File: src/rtl/wrr_packet_arbiter.sv
`default_nettype none
// ============================================================================
// Module      : wrr_packet_arbiter
// Description : Weighted round-robin arbiter with packet-boundary grant
//               locking for the crossbar output stage. A requester may send
//               up to its weight in whole packets back-to-back before
//               priority rotates past it. The grant is combinational from
//               request_i; lock, owner, pointer and credit are registered.
//
// Ports       : clk_i          clock, rising edge
//               rst_i          synchronous active-high reset
//               request_i      per-requester request (level)
//               last_i         per-requester end-of-packet, valid with request
//               weight_i       packed weights, field i = [i*P_WEIGHT_W +: P_WEIGHT_W]
//               grant_o        one-hot grant or all-zero
//               grant_idx_o    index of the granted requester, 0 when none
//               grant_valid_o  |grant_o
//               timeout_o      one-cycle pulse after a forced release
//
// Options     : ARB_HOLD_TIMEOUT_EN - when defined, a packet holding the
//               grant for P_MAX_HOLD cycles without last_i is released and
//               the pointer moves past its owner.
//
// Revision    : 1.0 - initial release
// ============================================================================
module wrr_packet_arbiter #(
  parameter int P_WIDTH    = 4,
  parameter int P_WEIGHT_W = 4,
  parameter int P_MAX_HOLD = 64,
  localparam int C_IDX_W   = (P_WIDTH > 1) ? $clog2(P_WIDTH) : 1
) (
  input  logic                          clk_i,
  input  logic                          rst_i,
  input  logic [P_WIDTH-1:0]            request_i,
  input  logic [P_WIDTH-1:0]            last_i,
  input  logic [P_WIDTH*P_WEIGHT_W-1:0] weight_i,
  output logic [P_WIDTH-1:0]            grant_o,
  output logic [C_IDX_W-1:0]            grant_idx_o,
  output logic                          grant_valid_o,
  output logic                          timeout_o
);

  // --------------------------------------------------------------------------
  // Registered state
  // --------------------------------------------------------------------------
  logic                  r_lock;
  logic [C_IDX_W-1:0]    r_owner;
  logic [C_IDX_W-1:0]    r_ptr;
  logic [P_WEIGHT_W-1:0] r_credit;

  // --------------------------------------------------------------------------
  // Combinational arbitration
  // --------------------------------------------------------------------------
  logic                  w_hold_owner;
  logic                  w_abort;
  logic [C_IDX_W-1:0]    w_base;
  logic [P_WEIGHT_W-1:0] w_base_credit;
  logic                  w_search_found;
  logic [C_IDX_W-1:0]    w_search_idx;
  logic                  w_grant_valid;
  logic [C_IDX_W-1:0]    w_grant_idx;
  logic                  w_last;
  logic [P_WEIGHT_W-1:0] w_cnt_credit;
  logic [P_WEIGHT_W-1:0] w_weight_raw;
  logic [P_WEIGHT_W-1:0] w_weight_eff;
  logic [P_WEIGHT_W:0]   w_credit_inc;
  logic                  w_exhaust;
  logic                  w_trigger;

  function automatic logic [C_IDX_W-1:0] f_inc(input logic [C_IDX_W-1:0] v);
    if (int'(v) >= P_WIDTH - 1) begin
      return '0;
    end
    return v + 1'b1;
  endfunction

  assign w_hold_owner = r_lock & request_i[r_owner];
  assign w_abort      = r_lock & ~request_i[r_owner];

  // On an abort the search restarts just past the old owner in the same
  // cycle, so the output never idles while someone else is waiting.
  assign w_base        = w_abort ? f_inc(r_owner) : r_ptr;
  assign w_base_credit = w_abort ? '0 : r_credit;

  always_comb begin
    w_search_found = 1'b0;
    w_search_idx   = '0;
    for (int k = 0; k < P_WIDTH; k++) begin
      if (!w_search_found && request_i[(int'(w_base) + k) % P_WIDTH]) begin
        w_search_found = 1'b1;
        w_search_idx   = C_IDX_W'((int'(w_base) + k) % P_WIDTH);
      end
    end
  end

  assign w_grant_valid = w_hold_owner | w_search_found;
  assign w_grant_idx   = w_hold_owner ? r_owner : w_search_idx;
  assign w_last        = w_grant_valid & last_i[w_grant_idx];

  // Credit counted for this packet: a continuing owner keeps its count, a
  // fresh winner that is not the priority holder starts from zero.
  always_comb begin
    w_cnt_credit = '0;
    if (w_hold_owner) begin
      w_cnt_credit = r_credit;
    end else if (w_search_idx == w_base) begin
      w_cnt_credit = w_base_credit;
    end
  end

  assign w_weight_raw = weight_i[int'(w_grant_idx)*P_WEIGHT_W +: P_WEIGHT_W];
  assign w_weight_eff = (w_weight_raw == '0) ? {{(P_WEIGHT_W-1){1'b0}}, 1'b1} : w_weight_raw;
  assign w_credit_inc = {1'b0, w_cnt_credit} + {{P_WEIGHT_W{1'b0}}, 1'b1};
  assign w_exhaust    = (w_credit_inc >= {1'b0, w_weight_eff});

`ifdef ARB_HOLD_TIMEOUT_EN
  localparam int C_HOLD_W = (P_MAX_HOLD > 1) ? $clog2(P_MAX_HOLD + 1) : 1;

  logic [C_HOLD_W-1:0] r_hold_cnt;
  logic [C_HOLD_W-1:0] w_hold_base;
  logic                r_timeout;

  // The stored count belongs to the current owner only; any fresh grant
  // (including one issued in an abort cycle) starts counting at zero.
  assign w_hold_base = w_hold_owner ? r_hold_cnt : '0;
  assign w_trigger   = w_grant_valid & ~w_last &
                       (w_hold_base == C_HOLD_W'(P_MAX_HOLD - 1));
  assign timeout_o   = r_timeout;
`else
  logic w_unused_max_hold;

  assign w_unused_max_hold = (P_MAX_HOLD == 0);
  assign w_trigger         = 1'b0;
  assign timeout_o         = 1'b0;
`endif

  // --------------------------------------------------------------------------
  // State update
  // --------------------------------------------------------------------------
  always_ff @(posedge clk_i) begin
    if (rst_i) begin
      r_lock   <= 1'b0;
      r_owner  <= '0;
      r_ptr    <= '0;
      r_credit <= '0;
`ifdef ARB_HOLD_TIMEOUT_EN
      r_hold_cnt <= '0;
      r_timeout  <= 1'b0;
`endif
    end else begin
`ifdef ARB_HOLD_TIMEOUT_EN
      r_timeout <= w_trigger;
`endif
      if (w_grant_valid) begin
        if (w_last || w_trigger) begin
          // Packet complete (or forcibly released): drop the lock and
          // either keep priority or rotate past the winner.
          r_lock <= 1'b0;
          if (w_exhaust || w_trigger) begin
            r_credit <= '0;
            r_ptr    <= f_inc(w_grant_idx);
          end else begin
            r_credit <= w_credit_inc[P_WEIGHT_W-1:0];
            r_ptr    <= w_grant_idx;
          end
`ifdef ARB_HOLD_TIMEOUT_EN
          r_hold_cnt <= '0;
`endif
        end else begin
          // Multi-cycle packet in progress.
          r_lock   <= 1'b1;
          r_owner  <= w_grant_idx;
          r_credit <= w_cnt_credit;
          r_ptr    <= w_base;
`ifdef ARB_HOLD_TIMEOUT_EN
          r_hold_cnt <= w_hold_base + 1'b1;
`endif
        end
      end else if (w_abort) begin
        // Owner dropped and nobody else is requesting.
        r_lock   <= 1'b0;
        r_credit <= '0;
        r_ptr    <= f_inc(r_owner);
`ifdef ARB_HOLD_TIMEOUT_EN
        r_hold_cnt <= '0;
`endif
      end
    end
  end

  // --------------------------------------------------------------------------
  // Outputs
  // --------------------------------------------------------------------------
  genvar gi;
  for (gi = 0; gi < P_WIDTH; gi++) begin : g_grant
    assign grant_o[gi] = w_grant_valid && (w_grant_idx == C_IDX_W'(gi));
  end

  assign grant_idx_o   = w_grant_valid ? w_grant_idx : '0;
  assign grant_valid_o = w_grant_valid;

endmodule
`default_nettype wire

File: config.mk
export PLATFORM = sky130hd
export DESIGN_NAME = wrr_packet_arbiter
export DESIGN_NICKNAME = d
export VERILOG_FILES = /design/src/rtl/wrr_packet_arbiter.sv
export SDC_FILE = /design/constraint.sdc
export NUM_CORES = 1
export LEC_CHECK = 0
export CORE_AREA = 5 5 60 62
export DETAILED_ROUTE_END_ITERATION = 10
export DIE_AREA = 0 0 65 67
export GPL_TIMING_DRIVEN = 0
export HOLD_SLACK_MARGIN = 0.06
export PLACE_DENSITY = 0.85
export SLEW_MARGIN = 20
export SYNTH_ARGS = -nofsm -noshare
export SYNTH_HDL_FRONTEND = slang
export SYNTH_SLANG_ARGS = --single-unit
File: constraint.sdc
create_clock -name clk_i -period 11.5 [get_ports clk_i]
set_clock_uncertainty 0.05 [all_clocks]
set_input_delay 2.3 -clock clk_i [delete_from_list [all_inputs] [get_ports clk_i]]
set_output_delay 2.3 -clock clk_i [all_outputs]
set_load 0.03 [all_outputs]
Word-level counts from Yosys, hierarchy flattened
Cells that the tools add are included.
{"block": "totals", "ff_bits": 9}
{"block": "op_classes", "addsub": 6, "n_lt_le_gt_ge": 9, "eq_ne": 4, "shift": 1, "muxes": 54, "bitwise_logic": 9, "n_reduce_logical": 17}
{"cell": "2-bit 2-to-1 mux", "count": 16}
{"cell": "4-bit 2-to-1 mux", "count": 7}
{"cell": "1-bit 2-to-1 mux", "count": 25}
{"cell": "16-bit by 5-bit indexed part select with 4-bit output", "count": 1}
{"cell": "1-bit binary-select mux with 2-bit select", "count": 6}
{"cell": "3-bit by 4-bit < comparator with 1-bit output (second input constant)", "count": 3}
{"cell": "2-bit by 3-bit < comparator with 1-bit output (second input constant)", "count": 3}
{"cell": "1-bit logical AND", "count": 7}
{"cell": "2-bit by 1-bit adder with 2-bit output (second input constant)", "count": 3}
{"cell": "2-bit OR reduction", "count": 3}
{"cell": "4-bit by 1-bit adder with 5-bit output (second input constant)", "count": 1}
{"cell": "5-bit by 4-bit greater-or-equal comparator with 1-bit output", "count": 1}
{"cell": "2-bit adder (second input constant)", "count": 2}
{"cell": "2-bit equality test (second input constant)", "count": 2}
{"cell": "2-bit greater-or-equal comparator (second input constant)", "count": 2}
{"cell": "4-bit logical NOT", "count": 1}
{"cell": "1-bit AND", "count": 3}
{"cell": "1-bit AND (first input constant)", "count": 3}
{"cell": "1-bit logical NOT", "count": 3}
{"cell": "2-bit by 1-bit equality test with 1-bit output (second input constant)", "count": 1}
{"cell": "2-bit equality test", "count": 1}
{"cell": "2-bit logical NOT", "count": 1}
{"cell": "1-bit inverter", "count": 2}
{"cell": "2-bit AND reduction", "count": 1}
{"cell": "2 further kinds", "count": 2}

Logic depth before layout (Yosys ltp)
Gate-level depths: netlist (run 1).
{"block": "depth", "depth_word": 32, "depth_mapped": 19, "ltp_nobuf": 17}

Least setup slack after synthesis (run 1)
No wires, ideal clock.
{"block": "synth_path", "kind": "in2out", "startpoint": "in request_i[2]", "endpoint": "out grant_o[0]", "t_arrival_ns": 4.534, "required_ns": 9.150, "path_slack_ns": 4.616, "stages": 9, "cell_sequence": "buf_2 > mux2_4 > o22ai_4 > mux2i_1 > o31ai_1 > a31oi_1 > buf_2 > ha_1 > nor2b_1"}
{"block": "synth_between", "elab_chain_cells": 20, "elab_cells_between_ends": 38, "classes_between": "add/sub (3); mux (23); bitwise (4); reduce/logical (8)"}
{"element": "start: declaration", "line_no": "34", "text": "input logic [P_WIDTH-1:0] request_i,"}
{"element": "1-bit binary-select mux with 2-bit select", "line_no": "77, 78"}
{"element": "1-bit 2-to-1 mux (implied by the code)", "line_no": "77, 78"}
{"element": "1-bit inverter", "line_no": "78", "text": "assign w_abort = r_lock & ~request_i[r_owner];"}
{"element": "1-bit AND", "line_no": "78"}
{"element": "2-bit 2-to-1 mux", "line_no": "82", "text": "assign w_base = w_abort ? f_inc(r_owner) : r_ptr;"}
{"element": "2-bit by 1-bit adder with 2-bit output or 1-bit binary-select mux with 2-bit select (tied branches)", "line_no": "89, 91"}
{"element": "1-bit binary-select mux with 2-bit select or 1-bit 2-to-1 mux (tied branches)", "line_no": "89", "text": "if (!w_search_found && request_i[(int'(w_base) + k) % P_WIDTH]) begin"}
{"element": "1-bit 2-to-1 mux (implied by the code)", "line_no": "89"}
{"element": "[... 4 more ...]"}
{"element": "1-bit logical AND", "line_no": "89"}
{"element": "1-bit 2-to-1 mux", "line_no": "89"}
{"element": "1-bit logical NOT", "line_no": "89"}
{"element": "1-bit logical AND", "line_no": "89"}
{"element": "2-bit 2-to-1 mux", "line_no": "89"}
{"element": "2-bit 2-to-1 mux", "line_no": "97", "text": "assign w_grant_idx = w_hold_owner ? r_owner : w_search_idx;"}
{"element": "2-bit logical NOT", "line_no": "196", "text": "assign grant_o[gi] = w_grant_valid && (w_grant_idx == C_IDX_W'(gi));"}
{"element": "1-bit logical AND (*)", "line_no": "196"}
{"element": "end: declaration", "line_no": "37", "text": "output logic [P_WIDTH-1:0] grant_o,"}
Every way passes the cells marked *; elsewhere a longest branch is shown, timed or not. The select of a mux whose other input is x is not followed.

Worst setup path in the final report (run 1)
{"block": "layout_path", "startpoint": "in request_i[0]", "endpoint": "out grant_o[2]"}
{"block": "layout_between", "elab_chain_cells": 20, "elab_cells_between_ends": 38, "classes_between": "add/sub (3); eq/ne (1); mux (23); bitwise (4); reduce/logical (7)"}
{"element": "1-bit binary-select mux with 2-bit select", "line_no": "77, 78"}
{"element": "1-bit 2-to-1 mux (implied by the code)", "line_no": "77, 78"}
{"element": "1-bit inverter", "line_no": "78"}
{"element": "1-bit AND", "line_no": "78"}
{"element": "2-bit 2-to-1 mux", "line_no": "82"}
{"element": "2-bit by 1-bit adder with 2-bit output or 1-bit binary-select mux with 2-bit select (tied branches)", "line_no": "89, 91"}
{"element": "1-bit binary-select mux with 2-bit select or 1-bit 2-to-1 mux (tied branches)", "line_no": "89"}
{"element": "1-bit 2-to-1 mux (implied by the code)", "line_no": "89"}
{"element": "[... 5 more ...]"}
{"element": "1-bit 2-to-1 mux", "line_no": "89"}
{"element": "1-bit logical NOT", "line_no": "89"}
{"element": "1-bit logical AND", "line_no": "89"}
{"element": "2-bit 2-to-1 mux", "line_no": "89"}
{"element": "2-bit 2-to-1 mux (*)", "line_no": "97"}
{"element": "named net w_grant_idx[1]", "line_no": "61", "text": "logic [C_IDX_W-1:0] w_grant_idx;"}
{"element": "2-bit equality test (*)", "line_no": "196"}
{"element": "1-bit logical AND (*)", "line_no": "196"}
Mark *: on every way through the listed nets, which the timed path passes. The rest lies on a longest branch. The select of a mux whose other input is x is not followed.

==> results_dict.tcl, run 1 <==
set metrics [dict create \
    drc 0 \
    antenna_found_initial 0 \
    max-vdd-ir-drop_v 0.0001642 \
    cts-resized-gates 0 \
    p_leak_uw 0.0008065 \
    syn_area_um2 1546 \
    hp-class "flip-flop to flip-flop" \
    fmax_ghz 0.1224 \
    grt_max_degree 12 \
    slew_viol_final 0 \
    final_util 0.6395 \
    grt_usage 0.1844 \
    wl_um 3890 \
    htreeDepth 1 \
    p_per_area_nw_per_um2 262.1 \
    clock_path_buffers 2 \
    synthTopCellsByArea "dfxtp_1, mux2i_1, ha_1" \
    setup_ws_ps 3329 \
    ys.flop_type "dfxtp_1" \
    syn_inst 191 \
    first_pass_iters 4 \
    end_kind "output port" \
    required_ps 9150 \
    status "complete, no violations" \
    insertion_delay_ps 250 \
    grt_pass1_vias 1503 \
    antennaDiodeCount 0 \
    async_reset_ff_frac 0 \
    timing.hold.ws_ps 487.4 \
    ys_types 58 \
    wl_per_cell_um 15.14 \
    setup.worst_path.class "input pin to output port" \
    synth_enable_flop_cells 0 \
    cts_buffers 3 \
    antenna_left 0 \
    layout_commonest_cell "clkdlybuf4s50_1" \
    ys_seq_elements 9 \
    yosys.area.top_type "dfxtp_1" \
    cts_tree "done" \
    arrival_ps 5820 \
    boundaryPins 34 \
    start_util 0.5193 \
    final_cell_mix "clkdlybuf4s50_1, inv_1, nand2_1, mux2i_1, nor2_1" \
    dieArea_um2 4355 \
    yosysWarnings 0 \
    crit_fanout 11 \
    avgSynthCellArea_um2 8.097 \
    synth.top_cell.area_share 0.1165 \
    total_power_uw 499.0 \
    crit_path_start_kind "input pin" \
    dpl.hpwl_um 3164 \
    finalCritPeriodShare 0.7105 \
    gp_congestion 0.9571 \
    die_w_um 65 \
    cts-root-buf "clkbuf_4" \
    io_buffers 29 \
    cts_setup_buffers 0 \
    final_nets 260 \
    setup_tns_ps 0 \
    maxCapViolations 0 \
    setup_viol 0 \
    area_growth_syn_to_layout_pct 23.14 \
    synth_nets 226 \
    hold_viol_final 0 \
    finalCriticalPeriod_ps 8171 \
    rows 20 \
    cts.sinks 9 \
    rsz0062_at_grt "no" \
    detail_route.iter0.violations 109 \
    place_worst_setup_slack_ps 3352 \
    vias_per_cell 6.284 \
    clk_pin_slew_ps 60 \
    grt-ovfl-total 0 \
    ctsHoldBuffers 0 \
    synth_seq_area_share 0.1165 \
    die_h_um 67 \
    vias 1615 \
    drive_above_1_share 0.1518 \
    grt_pass1_wl_um 6403 \
    core_area_um2 2978 \
]
## Yosys cell counts, types with 4 or more instances
cell type	instances
a21oi_1	9
a22oi_1	7
nor3_1	7
nand2_1	13
ha_1	9
mux2i_1	13
nand2b_1	6
inv_1	14
nor2b_1	6
nor2_1	12
dfxtp_1	9
nand3_1	6
buf_2	4
## final cells by class
type / instances / area, µm²
fill: 261 / 1074
tap: 33 / 41.29
timing repair buffer: 29 / 290.3
inverter: 14 / 52.55
buffer: 11 / 62.56
sequential: 9 / 180.2
clock buffer: 4 / 26.28
multi-input combinational: 157 / 1251
## through the flow
stage / std cells / area [µm²]
after floorplan: 191 / 1546
after global placement: 253 / 1878
after detailed placement: 253 / 1878
after CTS: 257 / 1904
after global routing: 257 / 1904
final: 257 / 1904
## report_power, final
group | internal (µW) | total, µW | leakage (µW) | switching, µW
logic | 184 | 419 | 0.000718 | 235
registers | 42.0 | 55.9 | 0.0000737 | 13.9
clock network | 13.3 | 23.7 | 0.0000150 | 10.3
total | 240 | 499 | 0.000806 | 259
## worst paths after layout
kind                      from     endpoint  slack (ps)  cells after the start
setup / recovery  request_i[0]   grant_o[2]        3330                     11
hold / removal     r_credit[3]  r_credit[3]         490                      2
setup reg to reg    r_owner[0]     r_ptr[0]        6850                     17
hold reg to reg    r_credit[3]  r_credit[3]         490                      2
## logic make-up after synthesis
family,Yosys count,share of synthesized area
AOI/OAI and AO/OA,56,0.3075
xor gates and xnor gates,3,0.01699
adders and majority gates,9,0.07282
buffers and inverters,25,0.07443
DFF,9,0.1165
muxes,23,0.1845
other,1,0.002425
and+or+nand+nor,65,0.2249
## state kept, by name, summed over array words and instances, names as in the netlist
name / count
r_credit: 4
r_owner: 2
r_ptr: 2
r_lock: 1
## per-layer routing
metal	vias up	global-route usage	share of wire
met3	7	0.04216	0.079
met5	-	0	0
met1	753	0.2195	0.41
li1	785	-	-
met2	70	0.3308	0.49
met4	0	0.04749	0.017
## critical path: stages
cell	delay, ps
clkdlybuf4s50_1	590
mux2_2	390
o22ai_4	340
mux2i_1	300
o31ai_1	120
a31oi_1	420
buf_2	310
inv_1	120
ha_1	200
nor2b_1	130
clkdlybuf4s50_1	610
No activity file was read; power rests on OpenSTA's default activity.
==> run 2: changes to the inputs <==
- CORE_AREA: 5 5 60 62 -> 5 5 62 64
- DIE_AREA: 0 0 65 67 -> 0 0 67 69
- PLACE_DENSITY: 0.85 -> 0.8
- clock period: 11.5 -> 8.4 ns (I/O delays scaled with it)
==> results_dict.tcl, run 2 (same netlist as run 1, synthesis figures left out) <==
set metrics [dict create \
    p_per_area_nw_per_um2 360.2 \
    die_h_um 69 \
    grt_max_degree 12 \
    cts_buffers 3 \
    dpl_cell_area_um2 1894 \
    end_kind "output port" \
    hold_viol_final 0 \
    swShare 0.5250 \
    grt-ovfl-total 0 \
    regMostFlops "r_credit" \
    cts-root-buf "clkbuf_4" \
    clock_path_buffers 2 \
    reg_top3 "r_credit (4), r_owner (2), r_ptr (2)" \
    io_buffers 29 \
    cts.sinks 9 \
    grt_pass1_wl_um 6858 \
    drive_above_1_share 0.1518 \
    grt_usage 0.1813 \
    layout_commonest_cell "clkdlybuf4s50_1" \
    hp-class "flip-flop to flip-flop" \
    crit_top_cell "clkdlybuf4s50_1" \
    timing.hold.ws_ps 485.3 \
    antenna_left 0 \
    cpPeakStageDelay_ps 610 \
    critPathSlowestCell "clkdlybuf4s50_1" \
    crit_fanout 11 \
    vias_per_cell 5.915 \
    cts-resized-gates 0 \
    boundaryPins 34 \
    crit_path_start_kind "input pin" \
    area_growth_syn_to_layout_pct 24.19 \
    arrival_ps 5230 \
    setup_viol 0 \
    p_sw_uw 363.1 \
    gp_congestion 0.9029 \
    antenna_found_initial 0 \
    maxCapViolations 0 \
    grt_pass1_vias 1542 \
    slew_viol_final 0 \
    final_cell_mix "clkdlybuf4s50_1, inv_1, nand2_1, mux2i_1, nor2_1" \
    wl_per_cell_um 15.28 \
    core_area_um2 3232 \
    required_ps 6670 \
    p_leak_uw 0.0008065 \
    setup.worst_path.class "input pin to output port" \
    start_util 0.4785 \
    htreeDepth 1 \
    first_pass_iters 4 \
    insertion_delay_ps 280 \
    power.internal_uw 328.6 \
    finalCritPeriodShare 0.8281 \
    cts_setup_buffers 0 \
    setup_tns_ps 0 \
    fmax_ghz 0.1438 \
    largest_register_ffs 4 \
    max-vdd-ir-drop_v 0.0002057 \
    final_nets 260 \
    power_frac_clock 0.052 \
    worstPathCellList "clkdlybuf4s50_1 -> mux2_2 -> o22ai_4 -> mux2i_1 -> o31ai_1 -> a31oi_1 -> buf_2 -> inv_1 -> ha_1 -> nor2b_1 -> clkdlybuf4s50_1" \
    ctsHoldBuffers 0 \
    status "complete, no violations" \
    wl_um 4126 \
    rows 21 \
    rsz0062_at_grt "no" \
    seqPwrFrac 0.111 \
    antennaDiodeCount 0 \
    drc 0 \
    finalCriticalPeriod_ps 6956 \
    dpl.hpwl_um 3300 \
    vias 1597 \
    n_fill_cell 302 \
    dieArea_um2 4623 \
    detail_route.iter0.violations 167 \
    cts_tree "done" \
    postLayoutCellArea_um2 1921 \
    combPwrFrac 0.837 \
    die_w_um 67 \
    clk_pin_slew_ps 60 \
]
run 2: layer usage:
layer / vias to the layer above / wire [µm] / global-route usage
met5: - / 0 / 0
met2: 56 / 2096 / 0.3188
met1: 739 / 1697 / 0.2136
met4: 0 / 94 / 0.06532
met3: 9 / 238 / 0.03084
li1: 793 / - / -
run 2: final cells by class:
cell class / instances / area, µm² / area share
multi-input cells: 157 / 1251 / 0.6515
repair buffers: 29 / 290.3 / 0.1511
flip-flops and latches: 9 / 180.2 / 0.09381
plain buffers: 11 / 62.56 / 0.03257
well taps: 46 / 57.56 / 0.02997
inverters: 14 / 52.55 / 0.02736
clock buffers: 4 / 26.28 / 0.01368
run 2: power by group through the flow:
stage | logic [µW] | clock network, µW | registers [µW]
2_1_floorplan | 442 | 0 | 70.8
3_3_place_gp | 567 | 0 | 76.4
3_5_place_dp | 578 | 0 | 76.8
4_1_cts | 580 | 34.9 | 75.8
5_1_grt | 631 | 38.3 | 78.7
6_report | 579 | 35.7 | 76.7
run 2: worst max-delay path: cells and delay by family:
family / cells / cell delay (ps)
mux: 2 / 680
simple gates: 1 / 130
buf+inv: 4 / 1630
fa+ha+maj: 1 / 210
compound gates: 3 / 890
run 2: worst paths after layout:
kind	startpoint	to	slack, ps	cells after the start
worst min register to register	r_credit[2]	r_credit[2]	490	1
worst min-delay path	r_credit[2]	r_credit[2]	490	1
worst max-delay path	request_i[0]	grant_o[3]	1440	11
worst max register to register	r_owner[1]	r_ptr[1]	3710	18
run 2: stage by stage:
stage / util / setup slack (ps) / std cells / total power (µW)
global placement: 0.5861 / 1545 / 266 / 643.2
finish: 0.5943 / 1444 / 270 / 691.7
global route: 0.5943 / 1265 / 270 / 748.4
detailed placement: 0.5861 / 1473 / 266 / 654.5
CTS: 0.5943 / 1465 / 270 / 690.4
floorplan: - / 2756 / 191 / 513.0
